$ cat src/rtl/response_pkg.sv
`default_nettype none
// ============================================================================
// Module      : response_pkg
// Description : Shared types and constants for the two-byte response sender:
//               FSM state encoding, response width and byte-order indices.
// Revision    : 1.0 - initial release
// ============================================================================
package response_pkg;

    localparam int RESPONSE_WIDTH = 16;
    localparam int BYTE_WIDTH     = 8;

    // Byte order on the wire: the code byte always precedes the data byte.
    localparam int CODE_BYTE = 0;
    localparam int DATA_BYTE = 1;

    typedef enum logic [2:0] {
        ST_IDLE         = 3'd0,
        ST_START_CODE   = 3'd1,
        ST_WAIT_CODE_HI = 3'd2,
        ST_WAIT_CODE_LO = 3'd3,
        ST_GAP          = 3'd4,
        ST_START_DATA   = 3'd5,
        ST_WAIT_DATA_HI = 3'd6,
        ST_WAIT_DATA_LO = 3'd7
    } state_e;

    // Select one byte of a packed {code, data} response by its wire position.
    function automatic logic [BYTE_WIDTH-1:0] response_byte(
        input logic [RESPONSE_WIDTH-1:0] resp,
        input int                        idx
    );
        if (idx == CODE_BYTE) begin
            return resp[RESPONSE_WIDTH-1:BYTE_WIDTH];
        end
        return resp[BYTE_WIDTH-1:0];
    endfunction

endpackage : response_pkg
`default_nettype wire

$ cat src/rtl/response_holding_reg.sv
`default_nettype none
// ============================================================================
// Module      : response_holding_reg
// Description : Single-entry valid/ready buffer for one packed response.
//               Loads on a valid/ready handshake, empties when drained.
// Revision    : 1.0 - initial release
// ============================================================================
module response_holding_reg
    import response_pkg::*;
(
    input  logic                      clock,
    input  logic                      reset,
    input  logic                      valid_i,
    input  logic [RESPONSE_WIDTH-1:0] data_i,
    input  logic                      drain_i,
    output logic                      ready_o,
    output logic [RESPONSE_WIDTH-1:0] data_o,
    output logic                      full_o,
    output logic                      full_next_o
);

    logic                      full_q;
    logic                      full_d;
    logic [RESPONSE_WIDTH-1:0] data_q;
    logic [RESPONSE_WIDTH-1:0] data_d;
    logic                      w_accept;

    // A transfer only happens while the entry is empty, so load and drain
    // never coincide; load still wins for robustness.
    assign w_accept = valid_i && !full_q;

    // Next-state for the entry: load on handshake, clear on drain.
    always_comb begin
        full_d = full_q;
        data_d = data_q;
        if (w_accept) begin
            full_d = 1'b1;
            data_d = data_i;
        end else if (drain_i) begin
            full_d = 1'b0;
        end
    end

    // Entry storage with asynchronous reset to empty.
    always_ff @(posedge clock or posedge reset) begin
        if (reset) begin
            full_q <= 1'b0;
            data_q <= '0;
        end else begin
            full_q <= full_d;
            data_q <= data_d;
        end
    end

    assign ready_o     = !full_q;
    assign data_o      = data_q;
    assign full_o      = full_q;
    assign full_next_o = full_d;

endmodule : response_holding_reg
`default_nettype wire

$ cat src/rtl/response_sender.sv
`default_nettype none
// ============================================================================
// Module      : response_sender
// Description : Sends each 16-bit sensor response to the UART TX core as two
//               bytes (code, then data) with an optional idle gap between
//               them. One further response can be held while a pair is sent.
// Revision    : 1.0 - initial release
// ============================================================================
module response_sender
    import response_pkg::*;
#(
    parameter int unsigned GAP_CYCLES = 0
) (
    input  logic                  clock,
    input  logic                  reset,
    input  logic                  response_valid,
    input  logic [BYTE_WIDTH-1:0] response_code,
    input  logic [BYTE_WIDTH-1:0] response_data,
    output logic                  response_ready,
    input  logic                  tx_busy,
    output logic                  tx_start,
    output logic [BYTE_WIDTH-1:0] tx_data,
    output logic                  busy
);

    // Last count value of the gap counter; unused when no gap is configured.
    localparam logic [15:0] c_gap_last = (GAP_CYCLES > 0) ? 16'(GAP_CYCLES - 1) : 16'd0;

    state_e                    state_q;
    state_e                    state_d;
    logic [RESPONSE_WIDTH-1:0] work_q;
    logic [RESPONSE_WIDTH-1:0] work_d;
    logic [15:0]               gap_q;
    logic [15:0]               gap_d;
    logic                      tx_start_q;
    logic                      tx_start_d;
    logic [BYTE_WIDTH-1:0]     tx_data_q;
    logic [BYTE_WIDTH-1:0]     tx_data_d;
    logic                      busy_q;
    logic                      busy_d;

    logic                      w_drain;
    logic                      w_full;
    logic                      w_full_next;
    logic [RESPONSE_WIDTH-1:0] w_hold_data;

    response_holding_reg u_hold (
        .clock       (clock),
        .reset       (reset),
        .valid_i     (response_valid),
        .data_i      ({response_code, response_data}),
        .drain_i     (w_drain),
        .ready_o     (response_ready),
        .data_o      (w_hold_data),
        .full_o      (w_full),
        .full_next_o (w_full_next)
    );

    // Next-state, working register, gap counter and registered TX outputs.
    always_comb begin
        state_d    = state_q;
        work_d     = work_q;
        gap_d      = gap_q;
        tx_start_d = 1'b0;
        tx_data_d  = tx_data_q;
        w_drain    = 1'b0;
        case (state_q)
            ST_IDLE: begin
                // Never start a pair on a transmitter another user holds.
                if (w_full && !tx_busy) begin
                    w_drain = 1'b1;
                    work_d  = w_hold_data;
                    state_d = ST_START_CODE;
                end
            end
            ST_START_CODE: begin
                tx_start_d = 1'b1;
                tx_data_d  = response_byte(work_q, CODE_BYTE);
                state_d    = ST_WAIT_CODE_HI;
            end
            ST_WAIT_CODE_HI: begin
                if (tx_busy) begin
                    state_d = ST_WAIT_CODE_LO;
                end
            end
            ST_WAIT_CODE_LO: begin
                if (!tx_busy) begin
                    if (GAP_CYCLES > 0) begin
                        gap_d   = 16'd0;
                        state_d = ST_GAP;
                    end else begin
                        state_d = ST_START_DATA;
                    end
                end
            end
            ST_GAP: begin
                if (gap_q == c_gap_last) begin
                    state_d = ST_START_DATA;
                end else begin
                    gap_d = gap_q + 16'd1;
                end
            end
            ST_START_DATA: begin
                tx_start_d = 1'b1;
                tx_data_d  = response_byte(work_q, DATA_BYTE);
                state_d    = ST_WAIT_DATA_HI;
            end
            ST_WAIT_DATA_HI: begin
                if (tx_busy) begin
                    state_d = ST_WAIT_DATA_LO;
                end
            end
            ST_WAIT_DATA_LO: begin
                if (!tx_busy) begin
                    state_d = ST_IDLE;
                end
            end
            default: begin
                state_d = ST_IDLE;
            end
        endcase
        // Registered from next-state values so busy tracks the current state.
        busy_d = w_full_next || (state_d != ST_IDLE);
    end

    // State and output registers; reset aborts any pair in progress.
    always_ff @(posedge clock or posedge reset) begin
        if (reset) begin
            state_q    <= ST_IDLE;
            work_q     <= '0;
            gap_q      <= 16'd0;
            tx_start_q <= 1'b0;
            tx_data_q  <= '0;
            busy_q     <= 1'b0;
        end else begin
            state_q    <= state_d;
            work_q     <= work_d;
            gap_q      <= gap_d;
            tx_start_q <= tx_start_d;
            tx_data_q  <= tx_data_d;
            busy_q     <= busy_d;
        end
    end

    assign tx_start = tx_start_q;
    assign tx_data  = tx_data_q;
    assign busy     = busy_q;

endmodule : response_sender
`default_nettype wire

$ cat config.mk
export PLATFORM = sky130hd
export DESIGN_NAME = response_sender
export DESIGN_NICKNAME = d
export VERILOG_FILES = /design/src/rtl/response_pkg.sv /design/src/rtl/response_holding_reg.sv /design/src/rtl/response_sender.sv
export SDC_FILE = /design/constraint.sdc
export NUM_CORES = 1
export LEC_CHECK = 0
export BUFFER_PORTS_ARGS = -buffer_cell sky130_fd_sc_hd__buf_2
export CORE_ASPECT_RATIO = 0.7
export CORE_MARGIN = 2
export CORE_UTILIZATION = 43
export DETAILED_ROUTE_END_ITERATION = 8
export GPL_ROUTABILITY_DRIVEN = 0
export GPL_TIMING_DRIVEN = 0
export PLACE_DENSITY_LB_ADDON = 0.1
export RECOVER_POWER = 25
export SLEW_MARGIN = 5
export SYNTH_ARGS = -nofsm -noshare
export SYNTH_HDL_FRONTEND = slang
export SYNTH_SLANG_ARGS = --single-unit
$ cat constraint.sdc
create_clock -name clock -period 2.9 [get_ports clock]
set_input_delay 0.29 -clock clock [delete_from_list [all_inputs] [get_ports clock]]
set_output_delay 0.29 -clock clock [all_outputs]
set_load 0.01 [all_outputs]
# Yosys cells after proc, flatten, opt, wreduce, memory -nomap -nowiden
# Cells that the tools add are included.
# Widths: inputs -> output; s select.
# word_totals
elab_cells	44
ff_bits	62
# op_classes
reduce_logical	12
n_addsub	1
eq_ne	7
muxes	15
bitwise_logic	1
# op_table
cell	n
$pmux 3 s8	1
$mux 3	6
$add 16x1->16 const B	1
$logic_not 16->1	1
$pmux 8 s2	1
$eq 3x3->1 const B	4
$mux 8	1
$eq 3x2->1 const B	2
$mux 1	6
$reduce_and 2->1	2
$eq 3x1->1 const B	1
$logic_not 3->1	1
$reduce_bool 3->1	1
$logic_and 1x1->1	2
$logic_not 1->1	2
$reduce_bool 2->1	1
$reduce_or 2->1	1
$logic_or 1x1->1	1
$not 1->1	1

# Logic depth before layout (Yosys ltp)
# Gate-level depths: netlist of run 1.
# logic_depth
word_depth	7
mapped_depth	6
ltp_nobuf	6

# Hierarchy
# A second synthesis of run 1 with hierarchy kept.
# unflattened
hier_cells	198
hier_area_um2	2717.6
# modules_own_cells
mod	cells_each	seq_area_each_um2	area_each_um2	n_inst
response_sender	159	1126.1	2034.5	1
response_holding_reg	39	425.4	683.2	1

# Worst setup path after synthesis of run 1
# No wires, ideal clock.
# synth_path
path_kind	register to register
start	register gap_q[0]
end	register gap_q[1]
required_time_ps	2775
setup_time_ps	125
stages_incl_launch_ff	7
arrival_time_ps	1434
path_slack_ps	1341
cell_sequence	dfrtp_1 > inv_1 > ha_1 > nor4b_1 > nand4_1 > nand2_1 > mux2_2
# synth_via
elab_chain_cells	3
# synth_lines
item	line	source
from (decl)	response_sender.sv:33	logic [15:0] gap_q;
from (signal assigned)	response_sender.sv:138	gap_q <= gap_d;
branches (longest 3 deep; another with $add 16x1->16)	-	
# Several ways; the timed one is not identified.
# A chain may end at the register's enable or synchronous reset.

# Final worst setup path of run 1
# Ends and elaborated chain as after synthesis.

==> metrics.yaml, run 1 <==
floorplanning:
  core-area_um2: 6130
  row_count: 24
  die_h_um: 70.1
  dieArea_um2: 6910
  pin_count: 31
  initial_utilization: 0.439
  die_width_um: 98.5
yosys:
  synth-seq-area-share: 0.577
  synth_top_area_share: 0.577
  synth_edf_count: 0
  yosys-top-cells-count: "dfrtp_1 (62), mux2_2 (23), nand2_1 (13)"
  yosysWarnings: 0
  ys_seq_elements: 62
  synth_flop_cell: "dfrtp_1"
  async_flop_share: 1.00
  synth_area_leaders: "dfrtp_1 (58%), mux2_2 (9.6%), mux2_4 (5.0%)"
  synth_fp_nets: 224
  synth_cell_type_count: 36
  avgSynthCellArea_um2: 13.3
  synth_area_um2: 2690
  yosysTopAreaCell: "dfrtp_1"
  synth_most_common_cell: "dfrtp_1"
  syn_inst: 202
setup_path:
  r2r-end: "gap_q[1]"
  cp_data_arrival_time_ns: 2.08
  cpLargestDelayFamily: "simple AND/OR/NAND/NOR gates"
  cp_cell_sequence: "inv_1, ha_1, nor4b_1, nand4_1, nand2_1, mux2_2"
  cp.required_ns: 3.13
  reg2reg_from: "gap_q[0]"
  critPathCaptureType: "flop"
  critPathKind: "flop to flop"
  crit_slowest_cell: "dfrtp_1"
  path_max_fanout: 5
  ff2ff_setup_slack_ns: 1.05
  startpoint_type: "flop"
  worst-path-buf-inv: 1
  rr_worst_depth: 6
  cp_slowest_stage_delay_ns: 0.41
global_route:
  overflow: 0
  grt_pass1_wl_mm: 8.42
  grt_use_total: 0.160
  grt_pass1_vias: 1642
  grt_max_degree: 63
  antenna_found_initial: 0
clocking:
  clockRootBuffer: "clkbuf_8"
  cts.hold.buffers_added: 0
  cts_resized: 0
  clock_latency_ns: 0.35
  cts_made_buffers: 9
  cts_max_path_buffers: 2
  path_clk_slew_ns: 0.07
  post_cts_buffers: 0
  cts_tree: "yes"
  cts-htree-levels: 3
  clkSinkCount: 62
worst_hold_path:
  hp-class: "input pin to async pin"
power:
  leakage_nw: 1.52
  vdd_drop_max_mv: 0.363
  p_per_area_nw_per_um2: 927
placed_design:
  dp.cells: 310
  io_buffers: 30
  hpwl_mm: 3.24
timing:
  fin_crit_ns: 1.85
  slew_viol_final: 0
  skew_ns: 0.00927
  tns_ns: 0
  max_freq_mhz: 540
  timing.final.crit_share: 0.639
  worstMarginPinSlew_ns: 0.771
  setup_viol: 0
  rsz0062_at_grt: "false"
  final_hold_viol_count: 0
  slew_headroom: 0.486
detailed_routing:
  routed_wl_mm: 4.87
  wl_per_cell_um: 14.9
  ant_nets: 0
  firstDrtPassIters: 4
  num_vias: 1648
  drc: 0
  drt-vias-per-instance: 5.06
  dr.first_iter.drc_count: 97
cells_and_area:
  layout-drive-gt1-share: 0.351
  area_delta_synth_final_pct: 18.1
  layout.nets: 265
  n_antenna_cell: 0
  fin_cells: 326
job:
  cap_viol_max_count: 0
run_status:
  status: "completed"
-- worst max-delay path by stage --
stage | from | to | slack, ns | cells after the start
finish | gap_q[0] | gap_q[1] | 1.05 | 6
global route | gap_q[0] | gap_q[1] | 0.91 | 6
CTS | gap_q[0] | gap_q[1] | 1.02 | 6
detailed placement | gap_q[0] | gap_q[1] | 1.03 | 6
global placement | reset | u_hold.data_o[10] | 0.22 | 2
floorplan | reset | busy | 1.07 | 1
-- final cells by class --
type                            count  area, um2
Fill cell                         569       2950
Timing Repair Buffer               30        149
Clock inverter                      6        110
Clock buffer                       10        128
Sequential cell                    62       1550
Tap cell                           78       97.6
Inverter                            5       21.3
Buffer                              7       46.3
Multi-Input combinational cell    128       1070
-- through the flow --
| stage | hold slack [ns] | power, mW | setup WS, ns | cell area (um2) | util |
|---|---|---|---|---|---|
| 2_1_floorplan | 0.407 | 1.86 | 1.07 | 2690 | - |
| 6_report | 0.0828 | 2.94 | 1.05 | 3170 | 0.518 |
| 5_1_grt | 0.144 | 3.13 | 0.910 | 3170 | 0.518 |
| 3_5_place_dp | 0.465 | 2.07 | 1.03 | 2940 | 0.480 |
| 4_1_cts | 0.108 | 2.98 | 1.02 | 3180 | 0.518 |
| 3_3_place_gp | 0.462 | 2.05 | 0.216 | 2940 | 0.479 |
-- registers in the layout, summed over array words and instances (netlist names) --
| signal | count |
|---|---|
| gap_q | 16 |
| busy | 1 |
| u_hold.data_o | 16 |
| work_q | 16 |
| tx_data | 8 |
| u_hold.full_o | 1 |
| tx_start | 1 |
| state_q | 3 |
-- cell usage in the layout (no fill, tap or decap), drive strengths merged, types with 3 or more instances in the layout --
cell / instances
dfrtp: 62
buf: 35
mux2: 33
nand2: 13
xnor2: 12
clkbuf: 12
nand4: 10
o21ai: 9
mux2i: 8
nor2: 8
nand3: 5
inv: 5
and3: 4
xor2: 4
bufinv: 3
-- routing by layer --
metal | global-route usage | routed length (um) | share of wire
met3 | 0.0651 | 288 | 0.059
met2 | 0.203 | 1960 | 0.40
met1 | 0.242 | 2540 | 0.52
met5 | 0 | 0 | 0
met4 | 0.0594 | 80 | 0.016
-- power by group --
part | internal (mW) | switching [mW]
clock network | 0.569 | 0.342
logic | 0.401 | 0.307
registers | 1.15 | 0.176
total | 2.12 | 0.825
-- cell families after synthesis --
group / share of synthesized area
DFF: 0.577
and+or+nand+nor: 0.124
adders and majority gates: 0.00931
muxes: 0.181
AOI/OAI and AO/OA: 0.0326
xor gates and xnor gates: 0.0521
buffers and inverters: 0.0242
-- worst reg2reg max path, stage by stage, from the launching register on --
cell	delay (ns)
dfrtp_1	0.41
inv_1	0.07
ha_1	0.15
nor4b_1	0.26
nand4_1	0.28
nand2_1	0.21
mux2_2	0.35
No activity file was read; power rests on OpenSTA's default activity.
==> inputs of run 2 (changes only) <==
- clock period: 2.9 -> 1.65 ns (I/O delays scaled with it)
==> run 2 against run 1 <==
- global-route usage decreased by 0.19 points
- sequential cell count unchanged
- critical path depth decreased by 2
- power increased by 59%
==> metrics.yaml, run 2 (synthesis gave the netlist of run 1 again) <==
run_status:
  status: "completed"  # unchanged
detailed_routing:
  drc: 0  # unchanged
  wl_per_cell_um: 14.7  # was 14.9 um
  firstDrtPassIters: 4  # unchanged
  routed_wl_mm: 4.85  # was 4.87 mm
  num_vias: 1642  # was 1,648
  route.met2.wl_mm: 1.97  # was 1.96 mm
  dr.first_iter.drc_count: 80  # was 97
  highest_layer: "met4"  # unchanged
  drt-vias-per-instance: 4.99  # was 5.06
  wl_met1_mm: 2.59  # was 2.54 mm
  ant_nets: 0  # unchanged
  met3_length_um: 255  # was 288 um
power:
  vdd_drop_max_mv: 0.833  # was 0.363 mV
  leakage_nw: 1.50  # was 1.52 nW
  p_per_area_nw_per_um2: 1490  # was 927 nW/um2
  power_mw: 4.69  # was 2.94 mW
cells_and_area:
  multiInputGateArea_um2: 1090  # was 1070 um2
  seq_area_um2: 1550  # about the same
  mostFrequentLayoutCell: "dfrtp_1"  # unchanged
  fin_cells: 329  # was 326
  final_cell_mix: "dfrtp_1 (61), buf_2 (23), mux2_2 (23)"  # was dfrtp_1 (62), buf_2 (33), mux2_2 (23)
  layout-drive-gt1-share: 0.331  # was 0.351
  n_antenna_cell: 0  # unchanged
  postLayoutCoreUtil: 0.513  # was 0.518
  n_fill_cell: 540  # was 569
  area_delta_synth_final_pct: 16.9  # was 18.1%
  layout.nets: 268  # was 265
setup_path:
  cp.required_ns: 1.87  # was 3.13 ns
  cp_cell_sequence: "nor3_4, nand3b_4, buf_6, mux2_4"  # was inv_1, ha_1, nor4b_1, nand4_1, nand2_1, mux2_2
  cp_slowest_stage_delay_ns: 0.49  # was 0.41 ns
  path_max_fanout: 10  # was 5
  critPathLaunch: "state_q[0]"  # was gap_q[0]
  reg2reg_from: "state_q[0]"  # was gap_q[0]
  critPathKind: "flop to flop"  # unchanged
  crit_slowest_cell: "dfrtp_1"  # unchanged
  cp_data_arrival_time_ns: 1.80  # was 2.08 ns
  startpoint_type: "flop"  # unchanged
  critPathCaptureType: "flop"  # unchanged
timing:
  rsz0062_at_grt: "false"  # unchanged
  slew_headroom: 0.306  # was 0.486
  final_hold_viol_count: 0  # unchanged
  skew_ns: 0.00611  # was 0.00927 ns
  worstMarginPinSlew_ns: 1.04  # was 0.771 ns
  max_freq_mhz: 632  # was 540 MHz
  timing.final.crit_share: 0.958  # was 0.639
  setup_viol: 0  # unchanged
  fin_crit_ns: 1.58  # was 1.85 ns
  tns_ns: 0  # unchanged
  slew_viol_final: 0  # unchanged
clocking:
  clockRootBuffer: "clkbuf_8"  # unchanged
  cts_max_path_buffers: 2  # unchanged
  cts_tree: "yes"  # unchanged
  clkSinkCount: 62  # unchanged
  path_clk_slew_ns: 0.07  # about the same
  clock_latency_ns: 0.33  # was 0.35 ns
  cts-htree-levels: 3  # unchanged
  cts_made_buffers: 9  # unchanged
placed_design:
  hpwl_mm: 3.37  # was 3.24 mm
  io_buffers: 30  # unchanged
  dp.cells: 311  # was 310
job:
  cap_viol_max_count: 0  # unchanged
worst_hold_path:
  hp-class: "input pin to flop"  # was input pin to async pin
  min-delay-start: "response_code[2]"
floorplanning:
  core-area_um2: 6130  # unchanged
  dieArea_um2: 6910  # unchanged
  initial_utilization: 0.439  # unchanged
  pin_count: 31  # unchanged
  row_count: 24  # unchanged
  die_width_um: 98.5  # unchanged
  die_h_um: 70.1  # unchanged
global_route:
  grt_pass1_vias: 1666  # was 1,642
  antenna_found_initial: 0  # unchanged
  grt_pass1_wl_mm: 8.29  # was 8.42 mm
  grt_max_degree: 41  # was 63
  grt_use_total: 0.158  # was 0.160
  overflow: 0  # unchanged
-- run 2: power by group --
group | internal [mW] | switching, mW
logic | 0.688 | 0.537
clock network | 0.572 | 0.551
registers | 2.02 | 0.318
total | 3.28 | 1.41
-- run 2: stage by stage --
step	instance area, um2	hold slack, ns	setup slack [ns]
final	3140	0.0567	0.0689
after global routing	3140	0.0344	0.00109
after CTS	3150	0.0413	0.0452
after detailed placement	2960	0.242	-0.186
after global placement	2940	0.396	-0.166
after floorplan	2690	0.282	0.0913
-- run 2: final timing paths --
check                               endpoint  slack, ns  cells after the start
max                                work_q[7]       0.07                      4
min                        u_hold.data_o[10]       0.06                      2
max reg2reg                        work_q[7]       0.07                      4
min reg2reg                       tx_data[3]       0.48                      2
max in group asynchronous          gap_q[11]       0.27                      4
min in group asynchronous           gap_q[3]       0.56                      3
-- run 2: worst max-delay path: cells and delay by family, from the launching register on --
kind                   cells  cell delay [ns]
flip-flops                 1             0.49
AND/OR/NAND/NOR            2             0.45
multiplexers               1             0.30
buffers and inverters      1             0.22
-- run 2: routing by layer --
metal / track usage / vias to the layer above
met3: 0.0701 / 4
met4: 0.0457 / 0
met5: 0 / -
li1: - / 801
met2: 0.210 / 34
met1: 0.233 / 803
-- run 2: timing repair --
action / 4_1_cts / 5_1_grt
buffers inserted: 1 / 0
pin swaps: 1 / 2
hold endpoints to repair: 22 / 0
resized for setup: 1 / 4
setup endpoints to repair: 1 / 11
hold buffers: 1 / 0
-- run 2: area by class of cell --
type,instances,share of cell area
inverter,5,0.00637
timing repair buffer,33,0.0530
sequential,62,0.494
buffer,7,0.0155
clock inverter,5,0.00797
multi-input combinational,128,0.347
clock buffer,11,0.0450
tap,78,0.0311
==> inputs of run 3 (changes only) <==
- CTS_BUF_LIST: unset -> sky130_fd_sc_hd__clkbuf_4 sky130_fd_sc_hd__clkbuf_8
==> run 3 against run 2 <==
- routed wire length is 0.39% higher
- clock skew is 0.0011 ns higher
- power is 0.42% higher
- cell count stayed put
- critical path depth stayed put
- maximum frequency hardly changed
- non-clock buffer count stayed put
- critical endpoint unchanged
==> metrics.yaml, run 3 (synthesis gave the netlist of run 1 again) <==
global_route:
  antenna_found_initial: 0  # unchanged
  grt_use_total: 0.159  # was 0.158
  grt_max_degree: 41  # unchanged
  grt_pass1_vias: 1683  # was 1,666
  grt_pass1_wl_mm: 8.32  # was 8.29 mm
  overflow: 0  # unchanged
timing:
  worst_slack_ns: 0.0683  # was 0.0689 ns
  setup_viol: 0  # unchanged
  rsz0062_at_grt: "false"  # unchanged
  max_freq_mhz: 632  # about the same
  final_hold_viol_count: 0  # unchanged
  worstMarginPinSlew_ns: 1.04  # about the same
  slew_headroom: 0.306  # about the same
  skew_ns: 0.00721  # was 0.00611 ns
  fin_crit_ns: 1.58  # about the same
  slew_viol_final: 0  # unchanged
  timing.final.crit_share: 0.959  # was 0.958
setup_path:
  critPathCaptureType: "flop"  # unchanged
  crit_slowest_cell: "dfrtp_1"  # unchanged
  path_max_fanout: 10  # unchanged
  cp_cell_sequence: "nor3_4, nand3b_4, buf_6, mux2_4"  # unchanged
  critPathKind: "flop to flop"  # unchanged
  cpLargestDelayFamily: "flip-flops"  # unchanged
  worst-path-buf-inv: 1  # unchanged
  startpoint_type: "flop"  # unchanged
  cp_slowest_stage_delay_ns: 0.49  # about the same
  cp_data_arrival_time_ns: 1.80  # about the same
  cp.required_ns: 1.87  # about the same
detailed_routing:
  dr.first_iter.drc_count: 66  # was 80
  num_vias: 1633  # was 1,642
  wl_per_cell_um: 14.8  # was 14.7 um
  routed_wl_mm: 4.87  # was 4.85 mm
  route.met2.wl_mm: 1.99  # was 1.97 mm
  ant_nets: 0  # unchanged
  drc: 0  # unchanged
  drt-vias-per-instance: 4.96  # was 4.99
  firstDrtPassIters: 4  # unchanged
  wl_met1_mm: 2.59  # about the same
  highest_layer: "met4"  # unchanged
  met3_length_um: 255  # unchanged
power:
  clockPowerShare: 0.242  # was 0.240
  vdd_drop_max_mv: 0.791  # was 0.833 mV
  p_int_mw: 3.30  # was 3.28 mW
  combPwrFrac: 0.261  # about the same
  swShare: 0.299  # was 0.300
  p_seq_frac: 0.497  # was 0.499
  p_per_area_nw_per_um2: 1500  # was 1490 nW/um2
  leakage_nw: 1.50  # about the same
  p_switching_mw: 1.41  # about the same
clocking:
  cts_tree: "yes"  # unchanged
  cts-htree-levels: 3  # unchanged
  clkSinkCount: 62  # unchanged
  clock_latency_ns: 0.34  # was 0.33 ns
  clockRootBuffer: "clkbuf_8"  # unchanged
  cts_max_path_buffers: 2  # unchanged
  path_clk_slew_ns: 0.07  # about the same
  cts_made_buffers: 9  # unchanged
cells_and_area:
  n_antenna_cell: 0  # unchanged
  layout.nets: 268  # unchanged
  stdcell_area_um2: 3140  # about the same
  seq_area_um2: 1550  # unchanged
  multiInputGateArea_um2: 1090  # unchanged
  area_delta_synth_final_pct: 17.0  # was 16.9%
  layout-drive-gt1-share: 0.335  # was 0.331
  final_cell_mix: "dfrtp_1 (61), buf_2 (23), mux2_2 (23)"  # unchanged
  n_fill_cell: 540  # unchanged
  postLayoutCoreUtil: 0.513  # about the same
  fin_cells: 329  # unchanged
  mostFrequentLayoutCell: "dfrtp_1"  # unchanged
floorplanning:
  initial_utilization: 0.439  # unchanged
  core-area_um2: 6130  # unchanged
  die_h_um: 70.1  # unchanged
  row_count: 24  # unchanged
  pin_count: 31  # unchanged
  dieArea_um2: 6910  # unchanged
  die_width_um: 98.5  # unchanged
job:
  cap_viol_max_count: 0  # unchanged
worst_hold_path:
  hp-class: "input pin to flop"  # unchanged
placed_design:
  dp.cells: 311  # unchanged
  dpl_cell_area_um2: 2960  # unchanged
  hpwl_mm: 3.37  # unchanged
  pre_cts_ws_ns: -0.186  # unchanged
  io_buffers: 30  # unchanged
run_status:
  status: "completed"  # unchanged
## run 3: cell counts in the layout (fill, tap and decap cells not counted)
No cell type changed its count.
## run 3: power groups by stage
stage	combinational [mW]	clock (mW)	sequential (mW)
finish	1.23	1.14	2.34
global route	1.37	1.27	2.41
CTS	1.27	1.18	2.35
detailed placement	1.26	0	2.37
global placement	1.24	0	2.36
floorplan	0.947	0	2.32
## run 3: final cells by class
type | count | area share
Sequential cell | 62 | 0.494
Multi-Input combinational cell | 128 | 0.346
Timing Repair Buffer | 33 | 0.0529
Clock buffer | 11 | 0.0462
Tap cell | 78 | 0.0310
Buffer | 7 | 0.0155
Clock inverter | 5 | 0.00796
Inverter | 5 | 0.00637
## run 3: worst paths after layout
kind	slack, ns	depth (start not counted)	to	from
hold reg to reg	0.48	2	tx_data[3]	tx_data[3]
setup / recovery	0.07	4	work_q[7]	state_q[0]
min in group asynchronous	0.56	3	tx_data[6]	reset
hold / removal	0.06	2	u_hold.data_o[10]	response_code[2]
setup reg to reg	0.07	4	work_q[7]	state_q[0]
max in group asynchronous	0.28	4	u_hold.data_o[15]	reset
## run 3: timing repair
action | in CTS | in global routing
pin swaps | 1 | 2
hold buffers | 1 | 0
buffers inserted | 1 | 0
resized for setup | 1 | 4
endpoints found under the setup margin | 1 | 11
hold endpoints to repair | 22 | 0
## run 3: per-layer routing
layer	global-route usage	vias to the layer above
li1	-	799
met1	0.229	796
met2	0.216	34
met3	0.0701	4
met4	0.0457	0
met5	0	-
## run 3: worst reg2reg max path: cells and delay by family, from the launching register on
family / cells / cell delay (ns)
AND/OR/NAND/NOR: 2 / 0.45
flip-flops: 1 / 0.49
buffers and inverters: 1 / 0.22
multiplexers: 1 / 0.30
## run 3: per-stage QoR
| step | power, mW | TNS, ns | hold WS, ns |
|---|---|---|---|
| CTS | 4.80 | 0 | 0.0413 |
| floorplan | 3.26 | 0 | 0.282 |
| finish | 4.71 | 0 | 0.0554 |
| global route | 5.04 | 0 | 0.0356 |
| detailed placement | 3.64 | -0.186 | 0.242 |
| global placement | 3.59 | -0.166 | 0.396 |
